### src/rtl/pwm_meas_pkg.sv
// Shared definitions for the pulse width meter.
//   state_e : measurement FSM state (IDLE, MEAS)
//   cnt_sat : saturation value (all-ones) of a counter of the given width
package pwm_meas_pkg;

  typedef enum logic {
    IDLE = 1'b0,
    MEAS = 1'b1
  } state_e;

  function automatic int cnt_sat(input int cnt_w);
    return (1 << cnt_w) - 1;
  endfunction

endpackage

### src/rtl/pulse_width_meter.sv
// Pulse width meter: counts the clock edges on which start is sampled high
// and reports the width once per pulse when start drops, plus running
// statistics over accepted pulses.
//
// Ports:
//   clk, rst     : clock, synchronous active-high reset
//   start        : measured level, already synchronous to clk
//   clear_stats  : clears pulse_cnt / min_width / max_width
//   width        : width of the last accepted pulse (saturates at all-ones)
//   width_valid  : one-cycle strobe, width updated
//   overflow     : qualifies width_valid, pulse ran past the saturation value
//   runt         : one-cycle strobe, pulse shorter than MIN_W was dropped
//   busy         : high while a pulse is being measured
//   pulse_cnt    : accepted-pulse count, wraps
//   min_width    : smallest accepted width since reset/clear
//   max_width    : largest accepted width since reset/clear
//
// state | meaning
// IDLE  | waiting for start to be sampled high
// MEAS  | counting edges with start high
module pulse_width_meter
  import pwm_meas_pkg::*;
#(
  parameter int CNT_W    = 8,
  parameter int MIN_W    = 1,
  parameter int NPULSE_W = 16
) (
  input  logic                clk,
  input  logic                rst,
  input  logic                start,
  input  logic                clear_stats,
  output logic [CNT_W-1:0]    width,
  output logic                width_valid,
  output logic                overflow,
  output logic                runt,
  output logic                busy,
  output logic [NPULSE_W-1:0] pulse_cnt,
  output logic [CNT_W-1:0]    min_width,
  output logic [CNT_W-1:0]    max_width
);

  localparam logic [CNT_W-1:0] CntSat = CNT_W'(cnt_sat(CNT_W));
  localparam logic [CNT_W-1:0] MinW   = CNT_W'(MIN_W);

  state_e                state_q;
  logic [CNT_W-1:0]      cnt_q;
  logic                  ovf_q;
  logic [CNT_W-1:0]      width_q;
  logic                  width_valid_q;
  logic                  overflow_q;
  logic                  runt_q;
  logic                  busy_q;
  logic [NPULSE_W-1:0]   pulse_cnt_q;
  logic [CNT_W-1:0]      min_q;
  logic [CNT_W-1:0]      max_q;

  logic                  cnt_at_sat;
  logic [CNT_W-1:0]      cnt_d;
  logic [CNT_W-1:0]      min_d;
  logic [CNT_W-1:0]      max_d;

  always_comb begin
    cnt_at_sat = (cnt_q == CntSat);
    cnt_d      = cnt_at_sat ? cnt_q : cnt_q + CNT_W'(1);
    min_d      = (cnt_q < min_q) ? cnt_q : min_q;
    max_d      = (cnt_q > max_q) ? cnt_q : max_q;
  end

  always_ff @(posedge clk) begin
    if (rst) begin
      state_q       <= IDLE;
      cnt_q         <= '0;
      ovf_q         <= 1'b0;
      width_q       <= '0;
      width_valid_q <= 1'b0;
      overflow_q    <= 1'b0;
      runt_q        <= 1'b0;
      busy_q        <= 1'b0;
      pulse_cnt_q   <= '0;
      min_q         <= '1;
      max_q         <= '0;
    end else begin
      width_valid_q <= 1'b0;
      runt_q        <= 1'b0;
      unique case (state_q)
        IDLE: begin
          if (start) begin
            state_q <= MEAS;
            cnt_q   <= CNT_W'(1);
            ovf_q   <= 1'b0;
            busy_q  <= 1'b1;
          end
        end
        MEAS: begin
          if (start) begin
            cnt_q <= cnt_d;
            // an increment attempted at saturation marks the pulse as overflowed
            if (cnt_at_sat) ovf_q <= 1'b1;
          end else begin
            state_q <= IDLE;
            busy_q  <= 1'b0;
            if (cnt_q >= MinW) begin
              width_q       <= cnt_q;
              width_valid_q <= 1'b1;
              overflow_q    <= ovf_q;
              if (!clear_stats) begin
                pulse_cnt_q <= pulse_cnt_q + NPULSE_W'(1);
                min_q       <= min_d;
                max_q       <= max_d;
              end
            end else begin
              runt_q <= 1'b1;
            end
          end
        end
        default: state_q <= IDLE;
      endcase
      // clear wins over a same-cycle statistics update
      if (clear_stats) begin
        pulse_cnt_q <= '0;
        min_q       <= '1;
        max_q       <= '0;
      end
    end
  end

  assign width       = width_q;
  assign width_valid = width_valid_q;
  assign overflow    = overflow_q;
  assign runt        = runt_q;
  assign busy        = busy_q;
  assign pulse_cnt   = pulse_cnt_q;
  assign min_width   = min_q;
  assign max_width   = max_q;

endmodule

### config.mk
export PLATFORM = sky130hd
export DESIGN_NAME = pulse_width_meter
export DESIGN_NICKNAME = d
export VERILOG_FILES = /design/src/rtl/pwm_meas_pkg.sv /design/src/rtl/pulse_width_meter.sv
export SDC_FILE = /design/constraint.sdc
export NUM_CORES = 1
export LEC_CHECK = 0
export CAP_MARGIN = 30
export CORE_MARGIN = 1.5
export CORE_UTILIZATION = 35
export DETAILED_ROUTE_END_ITERATION = 8
export PLACE_DENSITY = 0.67
export SLEW_MARGIN = 15
export SYNTH_ARGS = -nofsm -noshare
export SYNTH_HDL_FRONTEND = slang
export SYNTH_SLANG_ARGS = --single-unit
### constraint.sdc
create_clock -name clk -period 1.9 [get_ports clk]
set_clock_uncertainty 0.15 [all_clocks]
set_input_delay 0.38 -clock clk [delete_from_list [all_inputs] [get_ports clk]]
set_output_delay 0.38 -clock clk [all_outputs]
set_load 0.005 [all_outputs]
==> impl_metrics.csv, run 1 <==
group,metric,value,unit
outcome,status,"finished with violations",
outcome,violations,"negative setup slack",
run,cap_violations,0,
sta,post-route-min-period,2030,ps
cts,clockBufferDepth,2,
drt,via_count,2649,
power_and_ir_drop,power_density,493,nW/um2
cts,clk_latency,310,ps
power_and_ir_drop,swShare,25.3,%
power_and_ir_drop,power_leakage,1.66,nW
critical_path,crit_path_end_kind,"flip-flop",
drt,firstDrtPassIters,4,
layout,final_layout_size_suffix_gt1_share,32.5,%
sta,period_share,107,%
critical_path,critical_path.slowest_cell,"a2111o_1",
synth,yosysMostFrequentCell,"dfxtp_1",
min_path,min_path_type,"reg2reg",
layout,antennaDiodeCount,0,
sta,worst_pin_slew,369,ps
sta,rsz0062_at_grt,"yes",
critical_path,worst_ep_required_time,2000,ps
die,ioPinCount,48,
synth,yosys.area.top_type_share,39.3,%
synth,syn_inst,327,
grt,grt_pass1_vias,2556,
cts,htree_levels,2,
critical_path,arrival,2130,ps
synth,ys_warn_count,0,
sta,setup_violations,36,
power_and_ir_drop,power_switching,0.000534,W
synth,synth_area,2750,um2
synth,synth_area_leaders,"dfxtp_1, ha_1, nand2_1",
power_and_ir_drop,intPower,0.00158,W
die,die_x,91.7,um
placement,place_congestion,0.851,
placement,place_hpwl,5170,um
power_and_ir_drop,max-vdd-ir-drop,0.278,mV
cts,clk_pin_slew,100,ps
grt,grt_pass1_wl,11900,um
die,coreArea,7690,um2
synth,async_flop_share,0,%
sta,hold_viol,0,
placement,numPortBuffers,47,
grt,antenna_found_initial,0,
drt,drtAntennaViolNets,0,
cts,cts_sinks,54,
synth,synth_edf_count,0,
layout,fin_util,55.6,%
sta,max_slew_margin,75.3,%
cts,cts_root_buf,"clkbuf_8",
layout,area_growth,55.4,%
synth,synth_fp_nets,351,
power_and_ir_drop,pwr-share-comb,12.7,%
sta,fin_ws,-129,ps
drt,drc,0,
cts,cts_tree,"done",
power_and_ir_drop,power_frac_clock,32.7,%
cts,cts_buffers,5,
sta,tns,-2420,ps
drt,wl_per_cell,14.0,um
synth,synth-seq-area-share,39.3,%
synth,avgSynthCellArea,8.42,um2
synth,ys_ff_latch,54,
drt,wl,7460,um
die,rows,32,
drt,drt-initial-drc-count,113,
synth,yosysTopAreaCell,"dfxtp_1",
synth,synthDistinctLibCells,43,
sta,fmax,493,MHz
synth,synth_common_cells,"dfxtp_1, nand2_1, nor2_1",
layout,fin_nets,454,
critical_path,path_cells,"inv_4, ha_4, buf_6, nor4b_4, a2111o_1, or3_4, a21oi_2",
grt,overflow,0,
die,die_area,8410,um2
power_and_ir_drop,p_seq_share,54.7,%
critical_path,crit_fanout,6,
critical_path,path_class,"reg2reg",
die,initial_core_util,35.8,%
die,die_height,91.7,um
grt,grtUsageTotal,17.5,%
grt,grt_start_max_net_pins,33,
synth,ys.flop_type,"dfxtp_1",
sta,slew_viol_final,0,
critical_path,critPathLaunchType,"flip-flop",
drt,viasPerCell,4.97,
critical_path,critPathMaxStageDelay,470,ps
final cells by class:
cell class,count,area [um2]
Clock inverter,2,11.3
Tap cell,102,128
Clock buffer,6,82.6
Fill cell,724,3410
Timing Repair Buffer,114,1070
Sequential cell,54,1090
Inverter,21,83.8
Multi-Input combinational cell,234,1810
power by group through the flow:
stage	clock network (W)	logic (W)	registers, W
after global routing	0.000746	0.000289	0.00116
after CTS	0.000704	0.000249	0.00115
final	0.000689	0.000267	0.00115
after detailed placement	0	0.000210	0.00118
after floorplan	0	0.000114	0.00118
after global placement	0	0.000208	0.00118
critical path, delay by kind of cell, from the launching register on:
| family | cells | cell delay (ps) |
|---|---|---|
| AO/OA/AOI/OAI | 2 | 600 |
| adder cells (fa/ha/maj) | 1 | 160 |
| buffers and inverters | 2 | 150 |
| flip-flops | 1 | 410 |
| AND/OR/NAND/NOR | 2 | 510 |
flip-flops by register name, summed over array words and instances (netlist names):
register	count
max_width	8
ovf_q	1
runt	1
min_width	8
cnt_q	8
pulse_cnt	16
state_q	1
width	8
width_valid	1
overflow	1
busy	1
through the flow:
step | setup WS (ps) | power [W] | std cells | hold WS (ps) | area (um2)
2_1_floorplan | -67.8 | 0.00129 | 327 | 288 | 2790
3_3_place_gp | -448 | 0.00138 | 514 | 299 | 3750
3_5_place_dp | -500 | 0.00139 | 514 | 296 | 3750
4_1_cts | -152 | 0.00210 | 532 | 321 | 4070
5_1_grt | -210 | 0.00219 | 533 | 345 | 4280
6_report | -129 | 0.00211 | 533 | 321 | 4280
kinds of logic (layout without fill, tap and decap cells):
kind of cell | after synthesis | count (layout) | synth area share (%)
multiplexers | 16 | 16 | 5.82
flip-flops | 54 | 54 | 39.3
buffers and inverters | 39 | 143 | 6.27
AO/OA/AOI/OAI | 51 | 51 | 13.5
AND/OR/NAND/NOR | 135 | 135 | 22.2
adder cells (fa/ha/maj) | 20 | 20 | 9.09
XOR/XNOR | 12 | 12 | 3.82
worst paths after layout:
kind,from,endpoint,slack (ps),cells past startpoint
worst max-delay path,cnt_q[0]$_SDFFE_PP0P_,pulse_cnt[9]$_SDFFE_PP0P_,-130,7
worst min-delay path,width[6]$_SDFFE_PP0P_,width[6]$_SDFFE_PP0P_,320,2
worst max register to register,cnt_q[0]$_SDFFE_PP0P_,pulse_cnt[9]$_SDFFE_PP0P_,-130,7
worst min register to register,width[6]$_SDFFE_PP0P_,width[6]$_SDFFE_PP0P_,320,2
cell usage in the layout (no fill, tap or decap), types with 5 or more instances in the layout:
master | Yosys | layout
clkdlybuf4s50_1 | 0 | 46
nand2_2 | 0 | 6
xnor2_1 | 8 | 7
nor2_1 | 44 | 42
ha_1 | 20 | 15
nand4_1 | 6 | 6
buf_4 | 1 | 51
o21ai_0 | 6 | 6
mux2i_1 | 16 | 16
nor3_1 | 10 | 5
a21oi_1 | 21 | 11
ha_4 | 0 | 5
inv_1 | 21 | 18
nand3_1 | 10 | 8
nand2_1 | 46 | 38
clkbuf_8 | 0 | 6
buf_6 | 2 | 12
a21oi_2 | 1 | 10
dfxtp_1 | 54 | 49
routing by layer:
metal / part of all wire (%) / wire (um) / track usage, %
met1: 46 / 3420 / 22.8
met2: 50 / 3710 / 29.2
met3: 2.9 / 216 / 2.82
met4: 1.5 / 111 / 6.25
met5: 0 / 0 / 0
timing repair:
action,in CTS,in global routing
cloned,1,0
setup buffers,9,2
gates resized for setup,34,43
hold buffers,0,0
hold endpoints to repair,0,0
endpoints found under the setup margin,49,49
pin swaps,18,33
(Power assumes the default switching activity.)
==> run 2, diff against run 1 <==
--- a/config.mk
+++ b/config.mk
@@ -7,9 +7,9 @@
 export LEC_CHECK = 0
 export CAP_MARGIN = 30
 export CORE_MARGIN = 1.5
-export CORE_UTILIZATION = 35
+export CORE_UTILIZATION = 47
 export DETAILED_ROUTE_END_ITERATION = 8
-export PLACE_DENSITY = 0.67
+export PLACE_DENSITY = 0.83
 export SLEW_MARGIN = 15
 export SYNTH_ARGS = -nofsm -noshare
 export SYNTH_HDL_FRONTEND = slang
==> impl_metrics.csv, run 2 (same netlist as run 1, synthesis figures left out) <==
group,metric,value,unit
outcome,status,"finished with violations",
outcome,violations,"negative setup slack",
critical_path,path_class,"reg2reg",
die,die_height,79.5,um
layout,layout_commonest_cell,"buf_4",
critical_path,path_cells,"inv_4, ha_4, or4b_4, o21ai_4, buf_4, a211o_4, a21oi_4, buf_6, mux2i_1",
critical_path,critPathLaunchType,"flip-flop",
cts,cts_root_buf,"clkbuf_8",
sta,period_share,112,%
sta,timing.hold.ws,310,ps
grt,grt_pass1_vias,2630,
drt,firstDrtPassIters,6,
drt,drt-initial-drc-count,287,
cts,htree_levels,2,
sta,setup_violations,39,
sta,fmax,471,MHz
die,ioPinCount,48,
die,die_area,6330,um2
layout,antennaDiodeCount,0,
layout,area_growth,49.9,%
cts,clk_pin_slew,120,ps
drt,wl,8970,um
drt,wl_met2,4420,um
placement,place_hpwl,4990,um
cts,clockBufferDepth,2,
sta,hold_viol,0,
layout,mostFrequentLayoutCells,"buf_4, dfxtp_1, clkdlybuf4s50_1",
grt,overflow,0,
critical_path,crit_path_end_kind,"flip-flop",
cts,cts_buffers,5,
layout,multi_input_area,1730,um2
placement,numPortBuffers,47,
drt,wl_met1,3570,um
power_and_ir_drop,power_density,518,nW/um2
placement,place_congestion,0.941,
cts,cts_sinks,54,
layout,final_layout_size_suffix_gt1_share,30.1,%
power_and_ir_drop,max-vdd-ir-drop,0.309,mV
cts,cts_tree,"done",
layout,largest_register_ffs,16,
layout,fill_cells,357,
die,die_x,79.5,um
critical_path,arrival,2190,ps
sta,post-route-min-period,2120,ps
drt,wl_met3,572,um
cts,clk_latency,320,ps
drt,drtAntennaViolNets,0,
drt,via_count,2916,
drt,drc,0,
die,coreArea,5570,um2
drt,wl_per_cell,17.9,um
critical_path,crit_fanout,4,
critical_path,r2r_slack,-220,ps
critical_path,critical_path.slowest_cell,"or4b_4",
layout,fin_nets,452,
sta,max_slew_margin,73.4,%
layout,final_area,4130,um2
grt,grt_start_max_net_pins,23,
drt,top_layer,"met4",
sta,fin_ws,-224,ps
sta,worst_pin_slew,395,ps
power_and_ir_drop,power_leakage,1.65,nW
critical_path,critPathMaxStageDelay,510,ps
grt,antenna_found_initial,0,
run,cap_violations,0,
layout,instances_no_fill,501,
drt,viasPerCell,5.82,
placement,dpl_cell_area,3680,um2
grt,grt_pass1_wl,12800,um
die,rows,27,
min_path,min_path_type,"reg2reg",
grt,grtUsageTotal,25.9,%
sta,slew_viol_final,0,
layout,seq_area,1100,um2
die,initial_core_util,49.4,%
sta,rsz0062_at_grt,"yes",
critical_path,worst_ep_required_time,1960,ps
placement,dp.cells,480,
-- run 2: timing repair --
item                                    CTS  global route
pin swaps                                25            24
hold endpoints to repair                  0             0
gates resized for setup                  29            38
buffers inserted                         11             6
endpoints found under the setup margin   45            50
hold buffers                              0             0
-- run 2: layer usage --
metal | track usage (%) | vias to the layer above
met1 | 31.8 | 1394
met5 | 0 | -
met2 | 45.1 | 157
li1 | - | 1320
met4 | 10.4 | 0
met3 | 3.77 | 45
-- run 2: final cells by class --
class                   instances  area share, %
inverters                      21           2.03
well taps                      72           2.18
flip-flops and latches         54           26.6
clock inverters                 3          0.637
clock buffers                   5           1.67
multi-input cells             234           42.0
repair buffers                112           24.9
-- run 2: power breakdown --
part / leakage, nW / internal [W] / total, W / switching (W)
Clock: 0.0495 / 0.000275 / 0.000714 / 0.000439
Sequential: 0.439 / 0.00114 / 0.00115 / 0.0000111
Combinational: 1.17 / 0.000135 / 0.000271 / 0.000135
Total: 1.65 / 0.00155 / 0.00214 / 0.000585
-- run 2: path summary, 6_finish.rpt --
check | startpoint | end | cells after the start
worst min-delay path | ovf_q$_SDFFE_PP0P_ | overflow$_SDFFE_PP0P_ | 2
worst max-delay path | cnt_q[1]$_SDFFE_PP0P_ | min_width[0]$_SDFFE_PP1P_ | 9
worst max register to register | cnt_q[1]$_SDFFE_PP0P_ | min_width[0]$_SDFFE_PP1P_ | 9
worst min register to register | ovf_q$_SDFFE_PP0P_ | overflow$_SDFFE_PP0P_ | 2
-- run 2: worst max-delay path, delay by kind of cell (launching register included) --
family / cells / cell delay (ps)
AO/OA/AOI/OAI: 3 / 380
adder cells (fa/ha/maj): 1 / 150
buffers and inverters: 3 / 360
AND/OR/NAND/NOR: 1 / 510
flip-flops: 1 / 370
multiplexers: 1 / 120
-- run 2: through the flow --
step,utilization (%),TNS (ps),power [W],setup slack [ps]
final,74.0,-5500,0.00214,-224
after global routing,74.0,-8370,0.00222,-313
after CTS,70.8,-4470,0.00209,-192
after detailed placement,66.0,-18120,0.00138,-591
after global placement,66.0,-16130,0.00138,-469
after floorplan,-,-751,0.00129,-67.8
==> run 3, diff against run 2 <==
--- a/config.mk
+++ b/config.mk
@@ -8,6 +8,7 @@
 export CAP_MARGIN = 30
 export CORE_MARGIN = 1.5
 export CORE_UTILIZATION = 47
+export CTS_CLUSTER_SIZE = 20
 export DETAILED_ROUTE_END_ITERATION = 8
 export PLACE_DENSITY = 0.83
 export SLEW_MARGIN = 15
==> results of run 3 <==
No change in the layout: final DEF, timing and power equal those of run 2.
